## config.mk

```make
export PLATFORM = sky130hd
export DESIGN_NAME = grid_cell_locator_flat
export DESIGN_NICKNAME = d
export VERILOG_FILES = /design/src/rtl/grid_cell_locator_if.sv /design/src/rtl/grid_cell_locator.sv /design/src/flat_wrapper.sv
export SDC_FILE = /design/constraint.sdc
export NUM_CORES = 1
export LEC_CHECK = 0
export CAP_MARGIN = 5
export CORE_MARGIN = 2
export CORE_UTILIZATION = 42
export CTS_CLUSTER_DIAMETER = 50
export DETAILED_ROUTE_END_ITERATION = 7
export PLACE_DENSITY_LB_ADDON = 0.3
export SYNTH_ARGS = -nofsm -noshare
export SYNTH_HDL_FRONTEND = slang
export SYNTH_SLANG_ARGS = --single-unit
```

## constraint.sdc

```tcl
create_clock -name clock -period 3.15 [get_ports clock]
set_input_delay 0.63 -clock clock [delete_from_list [all_inputs] [get_ports clock]]
set_output_delay 0.63 -clock clock [all_outputs]
set_load 0.02 [all_outputs]
```

## src/rtl/grid_cell_locator_if.sv

```systemverilog
// Scan-position / board-state bundle between the VGA sync counter and the drawing logic.
// The master drives the scan position and board; the slave (locator) returns the cell lookup.
interface grid_cell_locator_if #(
  parameter int unsigned ROWS = 3,
  parameter int unsigned COLS = 3,
  parameter int unsigned PW   = 10
);
  logic [PW-1:0]          pixelx;
  logic [PW-1:0]          pixely;
  logic                   frame_start;
  logic [2*ROWS*COLS-1:0] board;
  logic [1:0]             match_owner;

  logic                   in_grid;
  logic [5:0]             cell_idx;
  logic [1:0]             cell_owner;
  logic                   match_hit;
  logic [PW-1:0]          posx;
  logic [PW-1:0]          posy;
  logic [6:0]             match_count;

  modport master (
    output pixelx, pixely, frame_start, board, match_owner,
    input  in_grid, cell_idx, cell_owner, match_hit, posx, posy, match_count
  );

  modport slave (
    input  pixelx, pixely, frame_start, board, match_owner,
    output in_grid, cell_idx, cell_owner, match_hit, posx, posy, match_count
  );
endinterface

```

## src/rtl/grid_cell_locator.sv

```systemverilog
// Maps the scan position to a cell of a ROWS x COLS board, looks up its owner, tracks the
// centre of the last cell owned by match_owner and counts such cells per frame.
module grid_cell_locator #(
  parameter int unsigned ROWS = 3,
  parameter int unsigned COLS = 3,
  parameter int unsigned X0   = 96,
  parameter int unsigned Y0   = 2,
  parameter int unsigned CW   = 240,
  parameter int unsigned CH   = 172,
  parameter int unsigned PW   = 10
) (
  input logic               clock,
  input logic               reset,
  grid_cell_locator_if.slave bus
);
  localparam int unsigned NCELL = ROWS * COLS;
  localparam int unsigned XEND  = X0 + COLS * CW;
  localparam int unsigned YEND  = Y0 + ROWS * CH;

  if (ROWS < 1 || ROWS > 8 || COLS < 1 || COLS > 8) begin : g_bad_dims
    $error("grid_cell_locator: ROWS and COLS must lie in 1..8");
  end
  if (XEND > (2 ** PW) - 1 || YEND > (2 ** PW) - 1) begin : g_bad_extent
    $error("grid_cell_locator: grid extent does not fit in PW bits");
  end

  // Thermometer of "coordinate >= boundary k"; bit 0 is the grid start, bit COLS/ROWS the end.
  logic [COLS:0] x_ge;
  logic [ROWS:0] y_ge;

  for (genvar c = 0; c <= COLS; c++) begin : g_xcmp
    assign x_ge[c] = bus.pixelx >= PW'(X0 + c * CW);
  end
  for (genvar r = 0; r <= ROWS; r++) begin : g_ycmp
    assign y_ge[r] = bus.pixely >= PW'(Y0 + r * CH);
  end

  logic [2:0] col_d, col_q, row_d, row_q;
  logic       inr_d, inr_q;

  always_comb begin
    col_d = '0;
    row_d = '0;
    for (int c = 1; c < COLS; c++) if (x_ge[c]) col_d = 3'(c);
    for (int r = 1; r < ROWS; r++) if (y_ge[r]) row_d = 3'(r);
    inr_d = x_ge[0] & ~x_ge[COLS] & y_ge[0] & ~y_ge[ROWS];
  end

  logic [5:0]    idx_d, idx_q;
  logic [1:0]    owner_d, owner_q;
  logic          hit_d, hit_q, in_grid_q;
  logic [PW-1:0] cx_d, cy_d, posx_q, posy_q;

  always_comb begin
    idx_d   = '0;
    owner_d = '0;
    if (inr_q) begin
      idx_d   = 6'(32'(row_q) * COLS + 32'(col_q));
      owner_d = 2'(bus.board >> {idx_d, 1'b0});
    end
    hit_d = inr_q && (owner_d == bus.match_owner);
    cx_d  = PW'(X0 + CW / 2 + 32'(col_q) * CW);
    cy_d  = PW'(Y0 + CH / 2 + 32'(row_q) * CH);
  end

  logic [NCELL-1:0] mask_d, mask_q, cell_bit;
  logic [6:0]       acc_d, acc_q, count_d, count_q;

  assign cell_bit = NCELL'(1) << idx_q;

  // A hit coinciding with frame_start is cleared first, then counted into the new frame.
  always_comb begin
    acc_d   = acc_q;
    mask_d  = mask_q;
    count_d = count_q;
    if (bus.frame_start) begin
      count_d = acc_q;
      acc_d   = '0;
      mask_d  = '0;
    end
    if (hit_q && ((mask_d & cell_bit) == '0)) begin
      mask_d = mask_d | cell_bit;
      acc_d  = acc_d + 7'd1;
    end
  end

  always_ff @(negedge clock) begin
    if (reset) begin
      col_q     <= '0;
      row_q     <= '0;
      inr_q     <= 1'b0;
      idx_q     <= '0;
      owner_q   <= '0;
      hit_q     <= 1'b0;
      in_grid_q <= 1'b0;
      posx_q    <= '0;
      posy_q    <= '0;
      acc_q     <= '0;
      mask_q    <= '0;
      count_q   <= '0;
    end else begin
      col_q     <= col_d;
      row_q     <= row_d;
      inr_q     <= inr_d;
      idx_q     <= idx_d;
      owner_q   <= owner_d;
      hit_q     <= hit_d;
      in_grid_q <= inr_q;
      if (hit_d) begin
        posx_q <= cx_d;
        posy_q <= cy_d;
      end
      acc_q     <= acc_d;
      mask_q    <= mask_d;
      count_q   <= count_d;
    end
  end

  assign bus.in_grid     = in_grid_q;
  assign bus.cell_idx    = idx_q;
  assign bus.cell_owner  = owner_q;
  assign bus.match_hit   = hit_q;
  assign bus.posx        = posx_q;
  assign bus.posy        = posy_q;
  assign bus.match_count = count_q;
endmodule

```

## src/flat_wrapper.sv

```systemverilog
// flat-port wrapper written by rule: the top's interface ports become plain ports
module grid_cell_locator_flat 
#(
  parameter int unsigned ROWS = 3,
  parameter int unsigned COLS = 3,
  parameter int unsigned X0   = 96,
  parameter int unsigned Y0   = 2,
  parameter int unsigned CW   = 240,
  parameter int unsigned CH   = 172,
  parameter int unsigned PW   = 10
)
  (clock, reset, bus_pixelx, bus_pixely, bus_frame_start, bus_board, bus_match_owner, bus_in_grid, bus_cell_idx, bus_cell_owner, bus_match_hit, bus_posx, bus_posy, bus_match_count);
  grid_cell_locator_if #(.ROWS(ROWS), .COLS(COLS), .PW(PW)) bus_i ();
  input logic clock;
  input logic reset;
  input wire logic [$bits(bus_i.pixelx)-1:0] bus_pixelx;
  input wire logic [$bits(bus_i.pixely)-1:0] bus_pixely;
  input wire logic [$bits(bus_i.frame_start)-1:0] bus_frame_start;
  input wire logic [$bits(bus_i.board)-1:0] bus_board;
  input wire logic [$bits(bus_i.match_owner)-1:0] bus_match_owner;
  output wire logic [$bits(bus_i.in_grid)-1:0] bus_in_grid;
  output wire logic [$bits(bus_i.cell_idx)-1:0] bus_cell_idx;
  output wire logic [$bits(bus_i.cell_owner)-1:0] bus_cell_owner;
  output wire logic [$bits(bus_i.match_hit)-1:0] bus_match_hit;
  output wire logic [$bits(bus_i.posx)-1:0] bus_posx;
  output wire logic [$bits(bus_i.posy)-1:0] bus_posy;
  output wire logic [$bits(bus_i.match_count)-1:0] bus_match_count;
  assign bus_i.pixelx = bus_pixelx;
  assign bus_i.pixely = bus_pixely;
  assign bus_i.frame_start = bus_frame_start;
  assign bus_i.board = bus_board;
  assign bus_i.match_owner = bus_match_owner;
  assign bus_in_grid = bus_i.in_grid;
  assign bus_cell_idx = bus_i.cell_idx;
  assign bus_cell_owner = bus_i.cell_owner;
  assign bus_match_hit = bus_i.match_hit;
  assign bus_posx = bus_i.posx;
  assign bus_posy = bus_i.posy;
  assign bus_match_count = bus_i.match_count;
  grid_cell_locator #(.ROWS(ROWS), .COLS(COLS), .X0(X0), .Y0(Y0), .CW(CW), .CH(CH), .PW(PW)) u_core (.clock(clock), .reset(reset), .bus(bus_i));
endmodule
```

Word-level counts from Yosys, hierarchy flattened
Index checks and enable logic that the tools add are counted.
W data, S select, Z words.
{"block": "totals", "reg_bits": 60, "latch_bits": 0, "ramBits": 0, "mem_bits_ro": 0, "inputBits": 43, "out_inout_bits": 37, "wordCells": 55, "memories": 0}
{"block": "classes", "n_addsub": 4, "mul": 3, "div_mod_pow": 0, "magnitude_cmp": 8, "n_eq_ne": 1, "shift": 2, "mux": 9, "n_bitwise": 8, "reduce_logical": 6}
{"op": "$ge A10 B10 Y1 const B", "n": 3}
{"op": "$ge A10 B9 Y1 const B", "n": 2}
{"op": "$mux W9", "n": 2}
{"op": "$shr A18 B7 Y2", "n": 1}
{"op": "$mux W7", "n": 2}
{"op": "$add A7 B10 Y10 const A", "n": 1}
{"op": "$add A8 B10 Y10 const A", "n": 1}
{"op": "$ge A10 B2 Y1 const B", "n": 1}
{"op": "$ge A10 B7 Y1 const B", "n": 1}
{"op": "$ge A10 B8 Y1 const B", "n": 1}
{"op": "$and A9 B9 Y9", "n": 1}
{"op": "$logic_not A9 Y1", "n": 1}
{"op": "$or A9 B9 Y9", "n": 1}
{"op": "$shl A1 B6 Y9 const A", "n": 1}
{"op": "$mul A3 B6 Y8 const B", "n": 1}
{"op": "$add A7 B1 Y7 const B", "n": 1}
{"op": "$add A5 B3 Y6", "n": 1}
{"op": "$mul A3 B4 Y6 const B", "n": 1}
{"op": "$mux W2", "n": 3}
{"op": "$reduce_or A2 Y1", "n": 3}
{"op": "$mul A3 B2 Y5 const B", "n": 1}
{"op": "$and A1 B1 Y1", "n": 3}
{"op": "$not A1 Y1", "n": 3}
{"op": "$eq A2 B2 Y1", "n": 1}
{"op": "2 further kinds", "n": 4}

Depth between registers and ports, before layout
Gate-level depths: netlist of the first run.
{"block": "logic_depth", "ltp_word": 6, "mapped_depth": 15, "ltp_nobuf": 12}

==> results of run 1 <==
[sequential cells by signal, indices dropped and copies added, names as in the netlist, 2 cells and up]
| signal | count |
|---|---|
| u_core.mask_q | 9 |
| u_core.acc_q | 7 |
| u_core.bus.match_count | 7 |
| u_core.bus.posx | 7 |
| u_core.bus.posy | 6 |
| u_core.bus.cell_idx | 4 |
| u_core.bus.cell_owner | 2 |
| u_core.col_q | 2 |
| u_core.row_q | 2 |
[where the power goes]
group          internal (mW)  switching, mW
registers              0.640        0.00896
logic                  0.195          0.177
clock network          0.314          0.379
[cell usage in the layout, fill, tap and decap left out, drive strengths merged, types with 7 or more instances in the layout]
master / count
a21oi: 12
and3: 7
buf: 99
clkdlybuf4s50: 18
conb: 7
dfxtp: 49
ha: 13
inv: 61
mux2i: 22
nand2: 8
nor2: 44
nor2b: 8
o21ai: 8
[worst paths after layout]
kind,from,to,slack (ps),depth (start not counted)
setup / recovery,bus_board[5],u_core.bus.posy[7],-510,8
hold / removal,u_core.bus.posx[3],u_core.bus.posx[3],460,2
setup reg to reg,u_core.row_q[0],u_core.bus.posy[7],-370,12
hold reg to reg,u_core.bus.posx[3],u_core.bus.posx[3],460,2
[cells by family (layout without fill, tap and decap cells)]
family / count (synthesis) / after routing
buf+inv: 37 / 192
compound gates: 50 / 50
other cells: 1 / 7
xor+xnor: 7 / 7
fa+ha+maj: 15 / 15
simple gates: 95 / 95
flops: 49 / 49
mux: 28 / 28
[layer usage]
layer / wire, um / vias up / GRT usage
li1: - / 1289 / -
met1: 2780 / 1199 / 0.206
met2: 3360 / 73 / 0.304
met3: 333 / 11 / 0.0606
met4: 114 / 0 / 0.106
met5: 0 / - / 0
[synth_stat cells, drive strengths merged (2+ instances only)]
| cell type | instances |
|---|---|
| a21o | 2 |
| a32oi | 5 |
| a22oi | 2 |
| inv | 13 |
| xor2 | 3 |
| nand4 | 2 |
| clkbuf | 6 |
| o211ai | 3 |
| a211oi | 5 |
| fa | 2 |
| nor3 | 5 |
| ha | 13 |
| buf | 18 |
| mux2 | 5 |
| o21ai | 8 |
| nor4 | 2 |
| and2 | 4 |
| dfxtp | 49 |
| and4bb | 2 |
| nand3 | 2 |
| nand3b | 2 |
| o211a | 2 |
| and3 | 7 |
| mux2i | 22 |
| xnor2 | 4 |
| nand2b | 3 |
| o21a | 3 |
| nand2 | 8 |
| a21oi | 12 |
| nor2b | 8 |
| a311oi | 2 |
| nor2 | 44 |
[metrics by stage]
| stage | setup slack (ps) | hold slack [ps] | util |
|---|---|---|---|
| after floorplan | -551 | 441 | - |
| after global placement | -1120 | 447 | 0.611 |
| after detailed placement | -1180 | 461 | 0.611 |
| after CTS | -461 | 464 | 0.650 |
| after global routing | -548 | 485 | 0.658 |
| final | -507 | 460 | 0.658 |
[repair_timing]
action                                  4_1_cts  5_1_grt
gates resized for setup                     187       16
endpoints found under the setup margin       62       22
hold endpoints to repair                      0        0
pin swaps                                    14        9
setup buffers                                 6        3
cloned                                        2        0
[worst register-to-register path: cells and delay by family (launching register included)]
| family | cells | cell delay [ps] |
|---|---|---|
| simple gates | 2 | 390 |
| mux | 3 | 980 |
| buf+inv | 4 | 420 |
| fa+ha+maj | 3 | 1290 |
| flops | 1 | 330 |
[cell type report]
class / instances / share of cell area
timing repair buffer: 123 / 0.234
clock inverter: 52 / 0.0568
multi-input combinational: 202 / 0.408
sequential: 49 / 0.249
tap: 75 / 0.0238
inverter: 12 / 0.0114
clock buffer: 5 / 0.0175
==> results.toml, run 1 <==
[outcome]
outcome = "finished with violations"
violations = "negative setup slack"

[logic_synthesis]
yosys.area.top_type_share = 0.372
async_reset_ff_frac = 0
synth-edff-count = 0
synth_area_per_cell_sq_um = 9.35
synth_simple_gate_area_share = 0.185
muxShareOfSynthArea = 0.116
ys_types = 56
syn_area_sq_um = 2640
synth_compound_area_frac = 0.146
yosysWarnings = 0
yosysSeqAreaShare = 0.372
synthAdderAreaFrac = 0.0769
syn_inst = 282
yosysTopAreaCell = "dfxtp_1"
synthFlopType = "dfxtp_1"
synth_seq_cells = 49
synth_area_leaders = "dfxtp_1 (37%), mux2i_1 (8.3%), ha_1 (6.2%)"
synth_xor_area_frac = 0.0232
synth_top_family_by_area = "simple AND/OR/NAND/NOR gates"

[drt]
wl_per_cell_um = 12.7
antenna_left = 0
routed_via_density = 4.97
dr.pass1.iters = 4
drc = 0
routed_wl_um = 6590
vias = 2572
dr.first_iter.drc_count = 90

[pwr]
power_density_nw_per_um2 = 435
finalPower_mw = 1.71
ir_worst_vdd_mv = 0.349
p_leak_nw = 1.99

[floorplanning]
die_h_um = 83.2
start_util = 0.440
fp.dieArea_sq_um = 6930
core.rowCount = 28
die_width_um = 83.2
core_area_sq_um = 5990
io_pins = 80

[sta]
hold_viol_final = 0
final.setup_skew_ps = 13.3
finalSetupTns_ps = -6030
report.final.setup_viol = 15
slew_violations = 0
rsz0062_at_grt = "yes"
fin_ws_ps = -507

[grt]
grt_pass1_vias = 2586
grt_first_pass_wirelength_um = 10700
grt_util_all_layers = 0.184
antenna_found_initial = 0
grt-ovfl-total = 0
grt_max_degree = 20

[cts]
path_clk_slew_ps = 40
cts_made_buffers = 5
cts_root_buf = "clkbuf_8"
cts_tree = "yes"
clk_path_buf_depth = 2
h-tree-depth = 2
cts_hold_buf = 0
clk_latency_ps = 370
cts_num_sinks = 49

[setup_path]
crit_path_end_kind = "register"
start_kind = "input pin"
max_stage_delay_ps = 370
crit_slowest_cell = "nor4_4"
worst_ep_required_time_ps = 1820
worstPathMaxFanout = 8
worst-path-buf-inv = 2
crit_family = "multiplexers"
worstPathCellList = "buf_6, mux2_4, a221oi_4, a211oi_4, nor4_4, buf_8, mux2i_1, nor2_1"
crit_type = "in -> reg"
cp.arrival_ps = 2330

[place]
dp_hpwl_um = 4480
gp_congestion = 0.872
dp_cells = 452
dpl_cell_area_sq_um = 3660
portBuffers = 67

[run]
drv_cap = 0

[finish]
multi_input_area_sq_um = 1610
n_antenna_cell = 0
fillers = 508
seqCellArea_sq_um = 981
layout.nets = 500
final_area_sq_um = 3940
drive_above_1_share = 0.332
fin_cells = 518
area_delta_synth_final_pct = 49.4

[min_path]
hold_path_class = "reg -> reg"
No activity file was read; power rests on OpenSTA's default activity.
==> run 2, diff against run 1 <==
--- a/config.mk
+++ b/config.mk
@@ -5,12 +5,12 @@
 export SDC_FILE = /design/constraint.sdc
 export NUM_CORES = 1
 export LEC_CHECK = 0
-export CAP_MARGIN = 5
 export CORE_MARGIN = 2
 export CORE_UTILIZATION = 42
 export CTS_CLUSTER_DIAMETER = 50
 export DETAILED_ROUTE_END_ITERATION = 7
 export PLACE_DENSITY_LB_ADDON = 0.3
+export REMOVE_ABC_BUFFERS = 1
 export SYNTH_ARGS = -nofsm -noshare
 export SYNTH_HDL_FRONTEND = slang
 export SYNTH_SLANG_ARGS = --single-unit
==> results.toml, run 2 (synthesized netlist as in run 1, its figures left out) <==
[outcome]
outcome = "finished with violations"
violations = "negative setup slack"

[sta]
final.setup_skew_ps = 22.5
fin_ws_ps = -467
hold_ws_ps = 460
rsz0062_at_grt = "yes"
hold_viol_final = 0
report.final.setup_viol = 14
slew_violations = 0
finalSetupTns_ps = -5560

[floorplanning]
core.rowCount = 28
io_pins = 80
fp.dieArea_sq_um = 6930
start_util = 0.440
core_area_sq_um = 5990
die_h_um = 83.2
die_width_um = 83.2

[pwr]
p_leak_nw = 2.01
switchingPower_mw = 0.564
power_density_nw_per_um2 = 417
p_seq_frac = 0.399
p_clk_frac = 0.377
internal_power_mw = 1.06
ir_worst_vdd_mv = 0.203
p_comb_frac = 0.224
swShare = 0.347

[setup_path]
crit_path_end_kind = "register"
worstPathMaxFanout = 5
cp.arrival_ps = 2300
worst_ep_required_time_ps = 1830
crit_type = "in -> reg"
start_kind = "input pin"

[place]
gp_congestion = 0.819
dp_hpwl_um = 4560
pre_cts_ws_ps = -1200
portBuffers = 67

[cts]
clk_latency_ps = 380
path_clk_slew_ps = 40
cts_tree = "yes"
cts_made_buffers = 5
cts_root_buf = "clkbuf_8"
h-tree-depth = 2
clk_path_buf_depth = 2
cts_num_sinks = 49

[finish]
fillers = 485
layout.nets = 495
layout_commonest_cell = "inv_1"
n_antenna_cell = 0
final_cell_mix = "inv_1 (62), buf_4 (52), dfxtp_1 (47)"
largest_reg_flops = 9
drive_above_1_share = 0.320
final_core_util = 0.651
largest_register = "u_core.mask_q"
area_delta_synth_final_pct = 47.8

[drt]
drc = 0
routed_wl_um = 6710
antenna_left = 0
dr.pass1.iters = 4
dr.first_iter.drc_count = 103
vias = 2568
wl_per_cell_um = 13.1
routed_via_density = 5.01

[grt]
grt_max_degree = 21
grt-ovfl-total = 0
grt_pass1_vias = 2599
antenna_found_initial = 0
grt_util_all_layers = 0.190
grt_first_pass_wirelength_um = 11000

[run]
drv_cap = 0

[min_path]
hold_path_class = "reg -> reg"
-- run 2: per-stage QoR --
step                      cell area (sq um)  total power [mW]  cells
after global placement                 3590              1.08    449
after detailed placement               3590              1.09    449
after global routing                   3900              1.76    513
after CTS                              3820              1.63    512
after floorplan                        2500             0.924    264
final                                  3900              1.63    513
-- run 2: area by class of cell --
type                    instances  area, sq um  share of cell area
repair buffers                118          912               0.234
multi-input cells             202         1590               0.409
inverters                      12         45.0              0.0116
flip-flops and latches         49          986               0.253
clock inverters                52          199              0.0510
well taps                      75         93.8              0.0241
clock buffers                   5         68.8              0.0177
-- run 2: power groups by stage --
stage | Combinational, mW | Clock [mW] | Sequential (mW)
detailed placement | 0.333 | 0.0966 | 0.658
floorplan | 0.153 | 0.0966 | 0.674
global placement | 0.325 | 0.0966 | 0.657
CTS | 0.352 | 0.632 | 0.648
finish | 0.365 | 0.614 | 0.648
global route | 0.391 | 0.718 | 0.647
-- run 2: layer usage --
metal | up-vias | global-route usage | wire [um]
met5 | - | 0 | 0
met4 | 0 | 0.0954 | 117
met3 | 9 | 0.0656 | 339
met2 | 76 | 0.325 | 3440
met1 | 1203 | 0.207 | 2810
li1 | 1280 | - | -
-- run 2: worst paths after layout --
kind / start / end / slack [ps] / depth (start not counted)
worst min register to register: u_core.mask_q[7] / u_core.mask_q[7] / 460 / 2
worst max-delay path: bus_match_owner[0] / u_core.bus.posy[4] / -470 / 8
worst min-delay path: u_core.mask_q[7] / u_core.mask_q[7] / 460 / 2
worst max register to register: u_core.row_q[0] / u_core.bus.posy[4] / -340 / 15
-- run 2: repair_timing --
| action | CTS | global route |
|---|---|---|
| hold buffers | 0 | 0 |
| setup buffers | 5 | 1 |
| pin swaps | 10 | 11 |
| gates resized for setup | 189 | 29 |
| setup endpoints to repair | 64 | 31 |
| cloned | 2 | 0 |
| hold endpoints to repair | 0 | 0 |
-- run 2: critical path, stage by stage --
cell and delay [ps]:
clkdlybuf4s50_1 550, xnor2_2 150, o21ai_2 100, nor4_2 250, buf_4 200, buf_8 130, mux2i_1 210, nor2_1 70
